`config.mk`:
```
export PLATFORM = sky130hd
export DESIGN_NAME = johnson_seq_monitor
export DESIGN_NICKNAME = d
export VERILOG_FILES = /design/src/rtl/johnson_pkg.sv /design/src/rtl/johnson_decode.sv /design/src/rtl/johnson_seq_monitor.sv
export SDC_FILE = /design/constraint.sdc
export NUM_CORES = 1
export LEC_CHECK = 0
export BUFFER_PORTS_ARGS = -buffer_cell sky130_fd_sc_hd__buf_4
export CAP_MARGIN = 20
export CORE_UTILIZATION = 35
export DETAILED_ROUTE_END_ITERATION = 10
export SYNTH_ARGS = -nofsm -noshare
export SYNTH_HDL_FRONTEND = slang
export SYNTH_SLANG_ARGS = --single-unit
export TNS_END_PERCENT = 10
```
`constraint.sdc`:
```
create_clock -name clk -period 5.5 [get_ports clk]
set_input_delay 0.275 -clock clk [delete_from_list [all_inputs] [get_ports clk]]
set_output_delay 0.275 -clock clk [all_outputs]
set_load 0.01 [all_outputs]
```
`src/rtl/johnson_pkg.sv`:
```
// Shared Johnson-counter helpers: legality, phase decode, successor.
// Functions take a MAXW-wide vector plus the live width w.
package johnson_pkg;

  localparam int MAXW = 16;

  typedef enum logic [1:0] {
    HUNT    = 2'd0,
    CONFIRM = 2'd1,
    LOCKED  = 2'd2
  } mon_state_e;

  // Legal codes have at most one boundary between adjacent bits.
  function automatic logic jc_legal(
    input logic [MAXW-1:0] c,
    input int              w
  );
    int t;
    t = 0;
    for (int i = 0; i < MAXW - 1; i++)
      if (i < w - 1 && c[i] != c[i+1])
        t++;
    return t <= 1;
  endfunction

  function automatic int jc_phase(
    input logic [MAXW-1:0] c,
    input int              w
  );
    int ones;
    ones = 0;
    for (int i = 0; i < MAXW; i++)
      if (i < w)
        ones += int'(c[i]);
    if (c[w-1] || ones == 0)
      return ones;
    return 2 * w - ones;
  endfunction

  function automatic logic [MAXW-1:0] jc_next(
    input logic [MAXW-1:0] q,
    input int              w
  );
    logic [MAXW-1:0] r;
    r = '0;
    for (int i = 0; i < MAXW - 1; i++)
      if (i < w - 1)
        r[i] = q[i+1];
    r[w-1] = ~q[0];
    return r;
  endfunction

endpackage

```
`src/rtl/johnson_decode.sv`:
```
// Combinational Johnson code decode: legality, phase index, one-hot.
// Shared by every consumer of the counter.
module johnson_decode
  import johnson_pkg::*;
#(
  parameter int W  = 4,
  parameter int PW = 3
) (
  input  logic [W-1:0]   code,
  output logic           legal,
  output logic [PW-1:0]  phase,
  output logic [2*W-1:0] onehot
);

  logic [MAXW-1:0] code_x;

  assign code_x = MAXW'(code);

  always_comb begin
    legal  = jc_legal(code_x, W);
    phase  = PW'(jc_phase(code_x, W));
    onehot = '0;
    if (legal)
      onehot[phase] = 1'b1;
  end

endmodule

```
`src/rtl/johnson_seq_monitor.sv`:
```
// Johnson counter monitor: lock FSM, sequence check, error count.
// All outputs are registered one cycle after the in_valid sample.
module johnson_seq_monitor
  import johnson_pkg::*;
#(
  parameter int W          = 4,
  parameter int PW         = 3,
  parameter int LOCK_CNT   = 3,
  parameter int UNLOCK_CNT = 2,
  parameter int ECW        = 8
) (
  input  logic           clk,
  input  logic           rst_n,
  input  logic           in_valid,
  input  logic [W-1:0]   jc_in,
  input  logic           clr_err,
  output logic           out_valid,
  output logic [PW-1:0]  phase,
  output logic [2*W-1:0] phase_onehot,
  output logic           locked,
  output logic           illegal,
  output logic           seq_err,
  output logic           wrap_pulse,
  output logic [ECW-1:0] err_count
);

  localparam int CW = 4;

  mon_state_e      state, state_d;
  logic [W-1:0]    prev;
  logic [CW-1:0]   good_cnt, good_d;
  logic [CW-1:0]   bad_cnt, bad_d;
  logic            legal;
  logic [PW-1:0]   dec_phase;
  logic [2*W-1:0]  dec_oh;
  logic [MAXW-1:0] exp_x;
  logic            match;
  logic            seq_err_d;
  logic            wrap_d;
  logic [ECW-1:0]  err_d;

  johnson_decode #(
    .W  (W),
    .PW (PW)
  ) u_dec (
    .code   (jc_in),
    .legal  (legal),
    .phase  (dec_phase),
    .onehot (dec_oh)
  );

  assign exp_x  = jc_next(MAXW'(prev), W);
  assign match  = (exp_x == MAXW'(jc_in));
  assign locked = (state == LOCKED);

  always_comb begin
    state_d   = state;
    good_d    = good_cnt;
    bad_d     = bad_cnt;
    seq_err_d = 1'b0;
    wrap_d    = 1'b0;
    if (in_valid) begin
      unique case (state)
        HUNT: begin
          if (legal) begin
            state_d = CONFIRM;
            good_d  = '0;
          end
        end
        CONFIRM: begin
          if (!legal) begin
            state_d = HUNT;
          end else if (match) begin
            good_d = good_cnt + 1'b1;
            if (good_d == CW'(LOCK_CNT)) begin
              state_d = LOCKED;
              bad_d   = '0;
            end
          end else begin
            good_d = '0;
          end
        end
        LOCKED: begin
          if (match) begin
            bad_d  = '0;
            // only the last phase has phase 0 as its successor
            wrap_d = (dec_phase == '0);
          end else begin
            seq_err_d = 1'b1;
            bad_d     = bad_cnt + 1'b1;
            if (bad_d == CW'(UNLOCK_CNT))
              state_d = HUNT;
          end
        end
        default: state_d = HUNT;
      endcase
    end
  end

  always_comb begin
    err_d = err_count;
    if (clr_err)
      err_d = ECW'(seq_err_d);
    else if (seq_err_d && err_count != '1)
      err_d = err_count + 1'b1;
  end

  always_ff @(posedge clk or negedge rst_n) begin
    if (!rst_n) begin
      state        <= HUNT;
      prev         <= '0;
      good_cnt     <= '0;
      bad_cnt      <= '0;
      out_valid    <= 1'b0;
      phase        <= '0;
      phase_onehot <= '0;
      illegal      <= 1'b0;
      seq_err      <= 1'b0;
      wrap_pulse   <= 1'b0;
      err_count    <= '0;
    end else begin
      state      <= state_d;
      good_cnt   <= good_d;
      bad_cnt    <= bad_d;
      err_count  <= err_d;
      out_valid  <= in_valid;
      illegal    <= in_valid & ~legal;
      seq_err    <= seq_err_d;
      wrap_pulse <= wrap_d;
      if (in_valid) begin
        prev <= jc_in;
        if (legal) begin
          phase        <= dec_phase;
          phase_onehot <= dec_oh;
        end else begin
          phase_onehot <= '0;
        end
      end
    end
  end

endmodule

```
==> impl_metrics.sql, run 1 <==
INSERT INTO impl_metrics (metric_group, metric, value, unit) VALUES
('status', 'outcome', 'finished clean', ''),
('place', 'dp.cells', '296', ''),
('clocking', 'cts-buffers-inserted', '5', ''),
('clocking', 'post-cts-setup-buffer-count', '0', ''),
('floorplan', 'floorplan.core_area', '0.00554', 'mm^2'),
('synthesis', 'synth_area_leader_cell', 'dfrtp_1', ''),
('critical_path', 'reg2reg_depth', '5', ''),
('critical_path', 'worst-endpoint-required', '5.70', 'ns'),
('min_path', 'hold_path_class', 'in -> reg', ''),
('floorplan', 'row_count', '27', ''),
('floorplan', 'die_x', '77.8', 'um'),
('sta', 'rsz0062_at_grt', 'no', ''),
('global_route', 'grt_start_max_net_pins', '38', ''),
('synthesis', 'postSynthAreaPerCell', '10.2', 'um^2'),
('sta', 'worst_slack', '3.14', 'ns'),
('synthesis', 'synth_cell_types', '45', ''),
('clocking', 'clk_pin_slew', '0.07', 'ns'),
('synthesis', 'postSynthCellCount', '197', ''),
('sta', 'fin_skew', '0.00509', 'ns'),
('place', 'gp_routability_congestion', '0.759', ''),
('synthesis', 'ys_seq_elements', '37', ''),
('global_route', 'grt_usage', '0.140', ''),
('clocking', 'tritoncts_num_sinks', '37', ''),
('power_and_ir_drop', 'cellLeakagePower', '1.12', 'nW'),
('clocking', 'post_cts_hold_buffer_count', '1', ''),
('critical_path', 'cp_data_arrival_time', '2.57', 'ns'),
('synthesis', 'mappedNetlistNets', '217', ''),
('critical_path', 'setup.worst_path.end_class', 'flop', ''),
('critical_path', 'cp_max_fo', '5', ''),
('place', 'place.detailed.hpwl', '2.82', 'mm'),
('drt', 'drt_iter0_markers', '69', ''),
('synthesis', 'synth_ff_type', 'dfrtp_1', ''),
('place', 'buffer_ports.inserted', '31', ''),
('global_route', 'first_global_vias', '1394', ''),
('sta', 'final_setup_violation_count', '0', ''),
('synthesis', 'synth_edf_count', '0', ''),
('clocking', 'h-tree-depth', '2', ''),
('drt', 'drt_first_pass_iters', '4', ''),
('cells_and_area', 'finalNonFillerCells', '305', ''),
('sta', 'worst_slew_pin_slew', '0.589', 'ns'),
('floorplan', 'die-area', '0.00606', 'mm^2'),
('cells_and_area', 'multi_input_comb_area', '998', 'um^2'),
('sta', 'hold-worst-slack', '0.227', 'ns'),
('clocking', 'cts-resized-gates', '0', ''),
('synthesis', 'ys_top_cells_by_area', 'dfrtp_1 (46%), ha_1 (6.8%), mux2_2 (3.9%)', ''),
('synthesis', 'synth_warnings', '0', ''),
('global_route', 'grt_antenna_before_repair', '0', ''),
('min_path', 'min_path_cells', '2', ''),
('drt', 'drt-total-wl', '3.93', 'mm'),
('job', 'max_capacitance_violation_count', '0', ''),
('critical_path', 'worstSetupStartpointType', 'primary input', ''),
('place', 'detailedPlace.worstSlack', '2.86', 'ns'),
('cells_and_area', 'n_antenna_cell', '0', ''),
('drt', 'final_routed_drc_violation_total', '0', ''),
('global_route', 'grt_pass1_wl', '6.53', 'mm'),
('critical_path', 'setup.worst_path.class', 'in -> reg', ''),
('global_route', 'remaining_overflow_grt', '0', ''),
('sta', 'finalCritPeriodShare', '0.430', ''),
('synthesis', 'share_of_the_synthesized_area_in_the_top_cell_type', '0.460', ''),
('sta', 'max_freq', '0.423', 'GHz'),
('floorplan', 'start_util', '0.363', ''),
('cells_and_area', 'n_fill_cell', '561', ''),
('cells_and_area', 'final_net_count', '252', ''),
('synthesis', 'yosysSeqAreaShare', '0.460', ''),
('drt', 'via_per_instance_ratio', '4.94', ''),
('cells_and_area', 'sequential_cell_area', '926', 'um^2'),
('drt', 'via_count', '1507', ''),
('cells_and_area', 'post_route_cells_drive_above_1_share', '0.232', ''),
('power_and_ir_drop', 'worst_ir_drop_vdd', '0.108', 'mV'),
('drt', 'detail_route.wl_per_cell', '12.9', 'um'),
('sta', 'max_slew_margin', '0.606', '');
## cells in the mapped netlist, drive strengths merged (2+ instances only)
cell	instances
buf	3
inv	19
o22ai	8
a21oi	2
o211ai	5
o31ai	3
mux2	7
or2	2
nand3b	2
nor3	6
a31oi	2
o21ai	11
ha	11
o311ai	2
nand2b	4
or4	2
nor3b	2
nand3	7
xnor2	3
xor2	8
nand2	20
nor2	11
and3b	2
dfrtp	37
and3	3
## worst max-delay path, stage by stage
cell and delay, ns:
buf_4 0.13, ha_1 0.29, inv_1 0.07, fa_1 0.35, inv_1 0.06, ha_1 0.11, inv_1 0.05, ha_1 0.17
ha_1 0.17, nor2_1 0.18, o21ai_0 0.21, or2_2 0.37, o22ai_1 0.12
## power breakdown
| group | total, mW | internal (mW) | leakage (nW) | switching (mW) |
|---|---|---|---|---|
| logic | 0.129 | 0.0585 | 0.577 | 0.0706 |
| registers | 0.309 | 0.294 | 0.490 | 0.0152 |
| clock network | 0.206 | 0.113 | 0.0542 | 0.0929 |
## final timing paths
| path | end | slack, ns | from |
|---|---|---|---|
| setup reg to reg | state[0] | 3.48 | prev[2] |
| hold / removal | err_count[5] | 0.23 | clr_err |
| hold reg to reg | phase[0] | 0.48 | phase[0] |
| min in group asynchronous | err_count[3] | 0.48 | rst_n |
| max in group asynchronous | phase[0] | 4.69 | rst_n |
| setup / recovery | phase_onehot[0] | 3.14 | jc_in[1] |
## per-layer routing
layer | vias to the layer above | global-route usage | share of wire
met4 | 0 | 0.0509 | 0.011
met3 | 4 | 0.0435 | 0.025
met5 | - | 0 | 0
li1 | 767 | - | -
met2 | 15 | 0.204 | 0.45
met1 | 721 | 0.192 | 0.51
## sequential cells by signal, indices dropped and copies added (netlist names)
signal        count
err_count         8
good_cnt          4
phase             3
bad_cnt           4
state             2
out_valid         1
illegal           1
prev              4
wrap_pulse        1
phase_onehot      8
seq_err           1
## cell families after synthesis
logic type      share of synthesized area
simple gates                        0.187
compound gates                      0.139
flops                               0.460
buf+inv                            0.0435
fa+ha+maj                          0.0784
xor+xnor                           0.0479
mux                                0.0442
## cells in the final DEF, fill, tap and decap left out, types with 2 or more instances in the layout
cell | netlist | final
xnor2_1 | 3 | 3
nand3b_1 | 2 | 2
mux2_2 | 7 | 7
nor2_1 | 11 | 11
nand3_1 | 7 | 7
nor3b_1 | 2 | 2
o211ai_1 | 5 | 5
dfrtp_1 | 37 | 37
and3_1 | 3 | 3
or4_1 | 2 | 2
ha_1 | 11 | 11
a31oi_1 | 2 | 2
o21ai_2 | 2 | 2
nor3_1 | 6 | 6
nand2b_1 | 4 | 4
and3b_1 | 2 | 2
xor2_1 | 8 | 8
o31ai_1 | 3 | 3
a21oi_1 | 2 | 2
clkbuf_8 | 0 | 7
o311ai_0 | 2 | 2
buf_4 | 0 | 31
inv_1 | 18 | 18
o22ai_1 | 8 | 8
nand2_1 | 19 | 19
o21ai_0 | 9 | 9
## cell type report
| cell class | instances | area share |
|---|---|---|
| multi-input cells | 137 | 0.411 |
| flip-flops and latches | 37 | 0.381 |
| repair buffers | 32 | 0.0999 |
| clock buffers | 7 | 0.0396 |
| well taps | 72 | 0.0371 |
| inverters | 19 | 0.0294 |
| clock inverters | 1 | 0.00206 |
## metrics by stage
stage / util / area, um^2
floorplan: - / 2010
global placement: 0.418 / 2320
detailed placement: 0.418 / 2320
CTS: 0.439 / 2430
global route: 0.439 / 2430
finish: 0.439 / 2430
Note: power is estimated with default switching activity, not from simulation.
==> run 2: changes to the inputs <==
Clock period 5.5 ns to 2.03 ns, I/O delays scaled along.
==> run 2 against run 1 <==
  * Global-route usage increased by 1.3 points
  * Clock skew increased by 0.0033 ns
  * Worst setup slack got worse by 3.0 ns
  * Critical path type unchanged
  * Highest routed layer unchanged
==> impl_metrics.sql, run 2 (synthesis results as in run 1) <==
INSERT INTO impl_metrics (metric_group, metric, value, unit) VALUES
('sta', 'worst_slack', '0.113', 'ns'),
('clocking', 'cts_root_buffer', 'clkbuf_8', ''),
('place', 'post_dp_cell_area', '0.00246', 'mm^2'),
('status', 'outcome', 'finished clean', ''),
('clocking', 'cts_tree', 'yes', ''),
('clocking', 'h-tree-depth', '2', ''),
('place', 'place.detailed.hpwl', '2.92', 'mm'),
('global_route', 'grt_pass1_wl', '7.20', 'mm'),
('global_route', 'met3_usage', '0.0329', ''),
('floorplan', 'start_util', '0.363', ''),
('sta', 'final_max_slew_viol_count', '0', ''),
('drt', 'drt_iter0_markers', '44', ''),
('global_route', 'grt_use_met1', '0.213', ''),
('cells_and_area', 'finish.utilization', '0.472', ''),
('floorplan', 'chipHeight', '77.8', 'um'),
('place', 'gp_routability_congestion', '0.785', ''),
('cells_and_area', 'largestRegisters', 'err_count (8), phase_onehot (8)', ''),
('power_and_ir_drop', 'worst_ir_drop_vdd', '0.436', 'mV'),
('sta', 'finalCriticalPeriod', '1.92', 'ns'),
('global_route', 'global_route.peak_usage_layer', 'met2', ''),
('floorplan', 'die-area', '0.00606', 'mm^2'),
('global_route', 'grt_antenna_before_repair', '0', ''),
('clocking', 'cts-buffers-inserted', '5', ''),
('drt', 'postRouteAntennaNets', '0', ''),
('power_and_ir_drop', 'p_per_area', '766', 'mW/mm^2'),
('global_route', 'grt_start_max_net_pins', '38', ''),
('critical_path', 'setup.worst_path.class', 'in -> reg', ''),
('critical_path', 'worstSetupStartpointType', 'primary input', ''),
('sta', 'max_slew_margin', '0.677', ''),
('job', 'max_capacitance_violation_count', '0', ''),
('critical_path', 'setup.worst_path.end_class', 'flop', ''),
('drt', 'via_per_instance_ratio', '4.84', ''),
('global_route', 'first_global_vias', '1527', ''),
('clocking', 'number_of_buffers_on_the_longest_clock_path', '2', ''),
('sta', 'rsz0062_at_grt', 'yes', ''),
('min_path', 'hold_path_class', 'in -> reg', ''),
('global_route', 'grt_usage', '0.152', ''),
('sta', 'fin_skew', '0.00842', 'ns'),
('cells_and_area', 'post_route_cells_drive_above_1_share', '0.305', ''),
('cells_and_area', 'area_growth', '29.9', '%'),
('clocking', 'post-cts-setup-buffer-count', '0', ''),
('drt', 'final_routed_drc_violation_total', '0', ''),
('cells_and_area', 'multi_input_comb_area', '0.00103', 'mm^2'),
('cells_and_area', 'n_antenna_cell', '0', ''),
('global_route', 'remaining_overflow_grt', '0', ''),
('clocking', 'insertion_delay', '0.29', 'ns'),
('floorplan', 'die_x', '77.8', 'um'),
('global_route', 'grtUsageMet2', '0.228', ''),
('sta', 'worst_slew_pin_slew', '0.484', 'ns'),
('cells_and_area', 'n_fill_cell', '561', ''),
('floorplan', 'floorplan.core_area', '0.00554', 'mm^2'),
('sta', 'max_freq', '0.522', 'GHz'),
('critical_path', 'cp_data_arrival_time', '2.14', 'ns'),
('cells_and_area', 'sequential_cell_area', '926', 'um^2'),
('sta', 'final_setup_violation_count', '0', ''),
('drt', 'detail_route.wl_per_cell', '12.5', 'um'),
('drt', 'drt_first_pass_iters', '4', ''),
('sta', 'hold-worst-slack', '0.0401', 'ns'),
('clocking', 'clk_pin_slew', '0.08', 'ns'),
('critical_path', 'cp_max_fo', '5', ''),
('drt', 'drt-total-wl', '4.02', 'mm'),
('power_and_ir_drop', 'cellLeakagePower', '1.21', 'nW'),
('cells_and_area', 'final_net_count', '268', ''),
('critical_path', 'worst-endpoint-required', '2.25', 'ns'),
('sta', 'finalCritPeriodShare', '0.944', ''),
('floorplan', 'row_count', '27', ''),
('cells_and_area', 'design_area', '0.00261', 'mm^2'),
('place', 'detailedPlace.worstSlack', '-0.193', 'ns'),
('drt', 'via_count', '1553', ''),
('cells_and_area', 'mostFrequentLayoutCells', 'buf_4 (47), dfrtp_1 (37), nand2_1 (19)', ''),
('clocking', 'tritoncts_num_sinks', '37', ''),
('floorplan', 'count_of_pins_on_the_block_boundary', '32', ''),
('sta', 'final_hold_fails', '0', ''),
('cells_and_area', 'mostFrequentLayoutCell', 'buf_4', ''),
('place', 'buffer_ports.inserted', '31', '');
run 2: cell count changes in the layout (fill, tap and decap cells not counted), moves of 2 or more:
cell,delta
buf_4,+16
bufinv_16,+2
clkbuf_8,-2
inv_1,-2
inv_2,+2
o21ai_0,-2
o21ai_2,+2
run 2: worst paths after layout:
path	startpoint	to	slack [ns]	cells after the start
max in group asynchronous	rst_n	phase[2]	1.37	2
setup / recovery	jc_in[1]	wrap_pulse	0.11	14
hold / removal	clr_err	err_count[7]	0.04	2
setup reg to reg	prev[2]	good_cnt[3]	0.20	6
min in group asynchronous	rst_n	err_count[1]	0.30	2
hold reg to reg	phase[0]	phase[0]	0.48	2
run 2: repair_timing:
action                     CTS  global route
setup endpoints to repair    0             2
hold endpoints to repair    37             0
hold buffers                 1             0
gates resized for setup      0             1
run 2: per-stage QoR:
step                      instances  setup TNS, ns  power (mW)
after floorplan                 197              0        1.07
after global placement          312          -1.30        1.26
after detailed placement        312          -1.70        1.26
after CTS                       321              0        2.03
after global routing            321        -0.0130        2.11
final                           321              0        2.00
run 2: cell type report:
class / instances / share of cell area
clock inverter: 3 / 0.0249
tap: 72 / 0.0345
timing repair buffer: 48 / 0.139
clock buffer: 5 / 0.0263
inverter: 19 / 0.0273
sequential: 37 / 0.354
multi-input combinational: 137 / 0.394
run 2: power by group:
group / switching, mW / internal, mW / total, mW
clock: 0.267 / 0.488 / 0.755
sequential: 0.0319 / 0.795 / 0.827
combinational: 0.213 / 0.205 / 0.418
total: 0.512 / 1.49 / 2.00
run 2: critical path, cell delays in order:
cell and delay, ns:
buf_4 0.12, ha_4 0.26, inv_2 0.04, fa_1 0.35
inv_1 0.06, ha_1 0.22, inv_2 0.06, ha_1 0.13
ha_1 0.18, nor2_4 0.05, nand2_1 0.07, o21ai_2 0.08
or2_4 0.26, nor2_1 0.13
run 2: routing by layer:
layer,wire (um),up-vias,part of all wire
li1,-,797,-
met1,2080,726,0.52
met2,1760,24,0.44
met3,117,6,0.029
met4,65,0,0.016
met5,0,-,0
